## config.mk

```make
export PLATFORM = sky130hd
export DESIGN_NAME = traffic_light_monitor
export DESIGN_NICKNAME = d
export VERILOG_FILES = /design/src/rtl/traffic_light_monitor.sv
export SDC_FILE = /design/constraint.sdc
export NUM_CORES = 1
export LEC_CHECK = 0
export ABC_CLOCK_PERIOD_IN_PS = 2680
export CORE_ASPECT_RATIO = 0.5
export CORE_MARGIN = 8
export CORE_UTILIZATION = 54
export CTS_BUF_LIST = sky130_fd_sc_hd__clkbuf_16
export DETAILED_ROUTE_END_ITERATION = 8
export PLACE_DENSITY = 0.87
export SYNTH_ARGS = -nofsm -noshare
export SYNTH_HDL_FRONTEND = slang
export SYNTH_SLANG_ARGS = --single-unit
```

## constraint.sdc

```tcl
create_clock -name clk -period 2.68 [get_ports clk]
set_input_delay 0.268 -clock clk [delete_from_list [all_inputs] [get_ports clk]]
set_output_delay 0.268 -clock clk [all_outputs]
set_load 0.01 [all_outputs]
```

## src/rtl/traffic_light_monitor.sv

```systemverilog
// Passive checker for a red/green/yellow lamp interface: tracks the phase, measures phase
// lengths and flags order, one-hot and duration violations with sticky error bits.
module traffic_light_monitor #(
  parameter int unsigned red_time    = 30,
  parameter int unsigned yellow_time = 5,
  parameter int unsigned green_time  = 25,
  parameter int unsigned TOL         = 0,
  parameter int unsigned CNT_W       = 8
) (
  input  logic             clk,
  input  logic             reset,
  input  logic             red_light,
  input  logic             yellow_light,
  input  logic             green_light,
  input  logic             err_clr,
  output logic [1:0]       phase,
  output logic             phase_done,
  output logic [CNT_W-1:0] phase_len,
  output logic [15:0]      cycle_count,
  output logic             onehot_err,
  output logic             seq_err,
  output logic             timing_err
);

  typedef enum logic [1:0] {
    StAcquire = 2'd0,
    StRed     = 2'd1,
    StGreen   = 2'd2,
    StYellow  = 2'd3
  } phase_e;

  // Widened by one bit so expected+TOL+1 never wraps.
  localparam logic [CNT_W:0]   RedLen    = red_time[CNT_W:0];
  localparam logic [CNT_W:0]   YellowLen = yellow_time[CNT_W:0];
  localparam logic [CNT_W:0]   GreenLen  = green_time[CNT_W:0];
  localparam logic [CNT_W:0]   TolW      = TOL[CNT_W:0];
  localparam logic [CNT_W-1:0] CountOne  = 1;

  phase_e           phase_q;
  phase_e           sample_ph;
  phase_e           succ_ph;
  logic [CNT_W-1:0] count_q;
  logic [CNT_W-1:0] count_inc;
  logic             partial_q;
  logic             valid;
  logic             transition;
  logic             counting;
  logic [CNT_W:0]   exp_len;
  logic [CNT_W:0]   limit;
  logic [CNT_W:0]   count_ext;
  logic [CNT_W:0]   diff;
  logic             overrun;
  logic             off_time;
  logic             set_oh;
  logic             set_seq;
  logic             set_tim;

  always_comb begin
    // XOR is high for one or three lamps; exclude the all-on case.
    valid     = (red_light ^ yellow_light ^ green_light) &
                ~(red_light & yellow_light & green_light);
    sample_ph = red_light ? StRed : (green_light ? StGreen : StYellow);

    exp_len = '0;
    succ_ph = StAcquire;
    unique case (phase_q)
      StRed:    begin exp_len = RedLen;    succ_ph = StGreen;  end
      StGreen:  begin exp_len = GreenLen;  succ_ph = StYellow; end
      StYellow: begin exp_len = YellowLen; succ_ph = StRed;    end
      default:  begin exp_len = '0;        succ_ph = StAcquire; end
    endcase

    count_inc = (count_q == '1) ? count_q : count_q + 1'b1;
    limit     = exp_len + TolW + 1'b1;
    count_ext = {1'b0, count_q};
    diff      = (count_ext > exp_len) ? (count_ext - exp_len) : (exp_len - count_ext);
    off_time  = diff > TolW;
    overrun   = (phase_q != StAcquire) && !partial_q && ({1'b0, count_inc} >= limit);

    transition = valid && (phase_q != StAcquire) && (sample_ph != phase_q);
    counting   = (phase_q != StAcquire) && (!valid || (sample_ph == phase_q));

    set_oh  = ~valid;
    set_seq = transition && (sample_ph != succ_ph);
    set_tim = transition ? (!partial_q && off_time) : (counting && overrun);
  end

  always_ff @(posedge clk or negedge reset) begin
    if (!reset) begin
      phase_q     <= StAcquire;
      count_q     <= '0;
      partial_q   <= 1'b1;
      phase_done  <= 1'b0;
      phase_len   <= '0;
      cycle_count <= '0;
      onehot_err  <= 1'b0;
      seq_err     <= 1'b0;
      timing_err  <= 1'b0;
    end else begin
      phase_done <= 1'b0;
      onehot_err <= set_oh  | (onehot_err & ~err_clr);
      seq_err    <= set_seq | (seq_err & ~err_clr);
      timing_err <= set_tim | (timing_err & ~err_clr);

      if (!valid) begin
        count_q <= count_inc;
      end else if (phase_q == StAcquire) begin
        phase_q   <= sample_ph;
        count_q   <= CountOne;
        partial_q <= 1'b1;
      end else if (sample_ph == phase_q) begin
        count_q <= count_inc;
      end else begin
        phase_len  <= count_q;
        phase_done <= 1'b1;
        if (phase_q == StYellow && sample_ph == StRed) begin
          cycle_count <= cycle_count + 16'd1;
        end
        phase_q   <= sample_ph;
        count_q   <= CountOne;
        partial_q <= 1'b0;
      end
    end
  end

  assign phase = phase_q;

endmodule

```

==> results of run 1 <==
## power groups by stage
stage	registers [mW]	clock network, mW	logic, mW
6_report	0.847	0.549	1.80
5_1_grt	0.862	0.584	1.98
4_1_cts	0.834	0.558	1.71
3_5_place_dp	0.839	0	1.68
3_3_place_gp	0.830	0	1.59
2_1_floorplan	0.881	0	1.06
## worst min path at each step
| stage | endpoint | slack (ns) | cells past startpoint |
|---|---|---|---|
| finish | count_q[0]$_DFF_PN0_ | 0.1 | 1 |
| detailed placement | phase[0]$_DFFE_PN0P_ | 0.42 | 1 |
| global route | timing_err$_DFF_PN0_ | 0.16 | 1 |
| floorplan | count_q[0]$_DFF_PN0_ | -0.03 | 0 |
| global placement | phase[0]$_DFFE_PN0P_ | 0.40 | 1 |
| CTS | count_q[5]$_DFF_PN0_ | 0.13 | 1 |
## kinds of logic (layout without fill, tap and decap cells)
family,Yosys count,in the layout,share of synthesized area
AND/OR/NAND/NOR,84,84,0.197
flip-flops,39,39,0.402
AO/OA/AOI/OAI,32,32,0.0905
adder cells (fa/ha/maj),25,25,0.129
XOR/XNOR,24,24,0.0864
buffers and inverters,23,72,0.0411
multiplexers,12,12,0.0545
## Yosys cell counts (2+ instances only)
cell / number
inv_1: 18
nor3_1: 4
buf_2: 2
nand4_1: 12
nor2_1: 15
a21oi_1: 7
mux2i_1: 2
nand2_1: 12
mux2_2: 10
nand4b_1: 2
xnor2_1: 18
ha_1: 25
and4b_1: 2
a21o_1: 2
o211ai_1: 2
and2_1: 3
dfrtp_1: 38
nand3_1: 7
nand2b_1: 5
and3_1: 6
o32ai_1: 2
xor2_1: 6
nor2b_1: 8
a22o_1: 3
a31oi_1: 3
and3b_1: 3
o31ai_1: 2
o21ai_0: 4
## layout make-up
cell class / count / area, µm² / share of cell area
multi-input cells: 177 / 1400 / 0.454
flip-flops and latches: 39 / 980 / 0.318
repair buffers: 46 / 428 / 0.139
clock buffers: 5 / 125 / 0.0406
well taps: 57 / 71.3 / 0.0231
inverters: 18 / 67.6 / 0.0219
clock inverters: 3 / 12.5 / 0.00406
## registers in the layout, summed over array words and instances (netlist names)
signal and cells:
partial_q 1, timing_err 1, count_q 8, cycle_count 16, onehot_err 1, seq_err 1, phase 2, phase_len 8
phase_done 1
## metal layers
metal | GRT usage | wire length [µm] | vias up
met5 | 0 | 0 | -
met4 | 0.0801 | 172 | 0
met3 | 0.0415 | 478 | 20
met2 | 0.287 | 2960 | 87
met1 | 0.192 | 2390 | 962
li1 | - | - | 942
## worst max-delay path, cell delays in order, from the launching register on
cell	delay (ns)
dfrtp_1	0.41
ha_4	0.18
and2_4	0.16
nand4_1	0.20
nand2_1	0.12
xnor2_1	0.27
ha_1	0.31
a21o_1	0.19
a31oi_1	0.15
o21ai_1	0.10
and4b_1	0.29
o32ai_2	0.10
## cells in the final DEF (no fill, tap or decap), types with 3 or more instances in the layout
| cell type | n |
|---|---|
| and3b_1 | 3 |
| and3_1 | 6 |
| o21ai_0 | 3 |
| a21oi_1 | 6 |
| nand3_1 | 7 |
| a22o_1 | 3 |
| inv_1 | 18 |
| xor2_1 | 6 |
| nor3_1 | 4 |
| xnor2_1 | 17 |
| mux2_2 | 10 |
| nor2b_1 | 8 |
| clkbuf_16 | 5 |
| clkdlybuf4s50_1 | 34 |
| nand2_1 | 12 |
| nand4_1 | 12 |
| ha_1 | 22 |
| nand2b_1 | 5 |
| a31oi_1 | 3 |
| dfrtp_1 | 36 |
| nor2_1 | 15 |
| buf_4 | 11 |
## repair_timing
| item | CTS | global route |
|---|---|---|
| setup endpoints to repair | 1 | 1 |
| pin swaps | 0 | 4 |
| buffers inserted | 2 | 0 |
| endpoints found under the hold margin | 0 | 0 |
| resized for setup | 1 | 12 |
==> metrics.md, run 1 <==
| Metric | Value |
|---|---|
| Status | completed |
| Antenna Nets Post-Route | 0 |
| Reg2reg path depth | 11 |
| Placed cell count | 335 |
| Hold buffers post-CTS | 0 |
| CTS tree | built |
| Mapped cell area | 2430 µm² |
| Hold Path Class | input port to asynchronous set/reset pin |
| Comb power frac | 0.563 |
| Top cells by area, synth | dfrtp_1 39%, ha_1 13%, xnor2_1 6.5% |
| Crit path time final | 2.60 ns |
| Mapped Nets | 270 |
| Post-synth cell types | 44 |
| Vias | 2011 |
| Setup violators final | 0 |
| Clock Sinks | 39 |
| GPL Wtd Cong | 0.864 |
| Flop2flop setup slack | 0.08 ns |
| Hold Slack | 0.0970 ns |
| Iter 0 DRT Violations | 115 |
| F_max | 385 MHz |
| Yosys Warn Count | 0 |
| Clock skew | 0.00516 ns |
| Post-route cell area | 3090 µm² |
| Share of the synthesized area in the top cell type | 0.391 |
| Clock buffer depth | 2 |
| Clock power share | 0.172 |
| Clock transition at the registers of the reported paths | 0.06 ns |
| Grt ovf | 0 |
| R2R Path End | timing_err$_DFF_PN0_ |
| Wire per inst | 17.4 µm |
| Antenna violations before repair | 0 |
| Post-synth top area cell | dfrtp_1 |
| CP max FO | 4 |
| Flop pwr share | 0.265 |
| First-pass GRT wire length | 9750 µm |
| Post-synth EDFFs | 0 |
| Post-Route WL | 6000 µm |
| Layout cell share with drive strength beyond 1 | 0.149 |
| Vias per Instance | 5.83 |
| Psw | 1.30 mW |
| Post-Place Setup Slack | -0.0283 ns |
| Die X | 111 µm |
| Power Density | 1030 nW/µm² |
| Ant. Diodes | 0 |
| Num CTS Buffers | 5 |
| Non-Filler Instances | 345 |
| Vias in the first global route | 2049 |
| CTS HTree Levels | 2 |
| WP data arrival | 2.75 ns |
| Cell internal pwr | 1.90 mW |
| Worst-margin pin slew | 0.846 ns |
| Final WS setup | 0.0841 ns |
| Max IR drop VDD | 548 µV |
| Max_cap viols | 0 |
| Synth Register Bits | 39 |
| Layout area overhead | 26.9% |
| Worst Path Required | 2.84 ns |
| Initial DRT Pass Iterations | 4 |
| Pwr Total | 3.19 mW |
| CORE AREA | 4360 µm² |
| Port-buffer cells | 35 |
| Avg Cell Area, Syn | 10.2 µm² |
| Rel. slew slack | 0.436 |
| CP Capture Type | register |
| Die height | 63.5 µm |
| Pin count of the biggest net entering global routing | 40 |
| Lkg Pwr | 1.44 nW |
| Kind of critical path | register to register |
| Die area | 7040 µm² |
| Initial Utilization | 0.558 |
| CTS Root Cell | clkbuf_16 |
| DRC | 0 |
| Critical path origin | count_q[0]$_DFF_PN0_ |
| Reg-to-Reg Start | count_q[0]$_DFF_PN0_ |
| Setup TNS | 0 ns |
| Worst Setup EP | timing_err$_DFF_PN0_ |
| Later-pin clock latency in the skew report | 0.28 ns |
| Final Hold Violating Endpoints | 0 |
| Max Slew Vio Count | 0 |
| Placed wire-length estimate | 4360 µm |
| Asr flop ratio synth | 1.00 |
| Post-synthesis sequential area ratio | 0.402 |
| Num rows | 17 |
| CP Launch Type | register |
| Number of I/O pins | 36 |
| Final Cycle Share | 0.969 |
| GRT Resource Usage Total | 0.167 |
| Dpl cell area | 2880 µm² |
| Net Sw Frac | 0.406 |
| Nets | 318 |
| Most used DFF post-synth | dfrtp_1 |
| Cells after Synth | 239 |
| Fill count | 270 |
| Final Util | 0.708 |
(Power assumes the default switching activity.)
==> run 2, diff against run 1 <==
--- a/config.mk
+++ b/config.mk
@@ -6,6 +6,7 @@
 export NUM_CORES = 1
 export LEC_CHECK = 0
 export ABC_CLOCK_PERIOD_IN_PS = 2680
+export CAP_MARGIN = 20
 export CORE_ASPECT_RATIO = 0.5
 export CORE_MARGIN = 8
 export CORE_UTILIZATION = 54
==> results of run 2 <==
No change in the layout: final DEF, timing and power equal those of run 1.
==> run 3, diff against run 2 <==
--- a/config.mk
+++ b/config.mk
@@ -13,6 +13,7 @@
 export CTS_BUF_LIST = sky130_fd_sc_hd__clkbuf_16
 export DETAILED_ROUTE_END_ITERATION = 8
 export PLACE_DENSITY = 0.87
+export SLEW_MARGIN = 15
 export SYNTH_ARGS = -nofsm -noshare
 export SYNTH_HDL_FRONTEND = slang
 export SYNTH_SLANG_ARGS = --single-unit
==> results of run 3 <==
No change in the layout: final DEF, timing and power equal those of run 1.
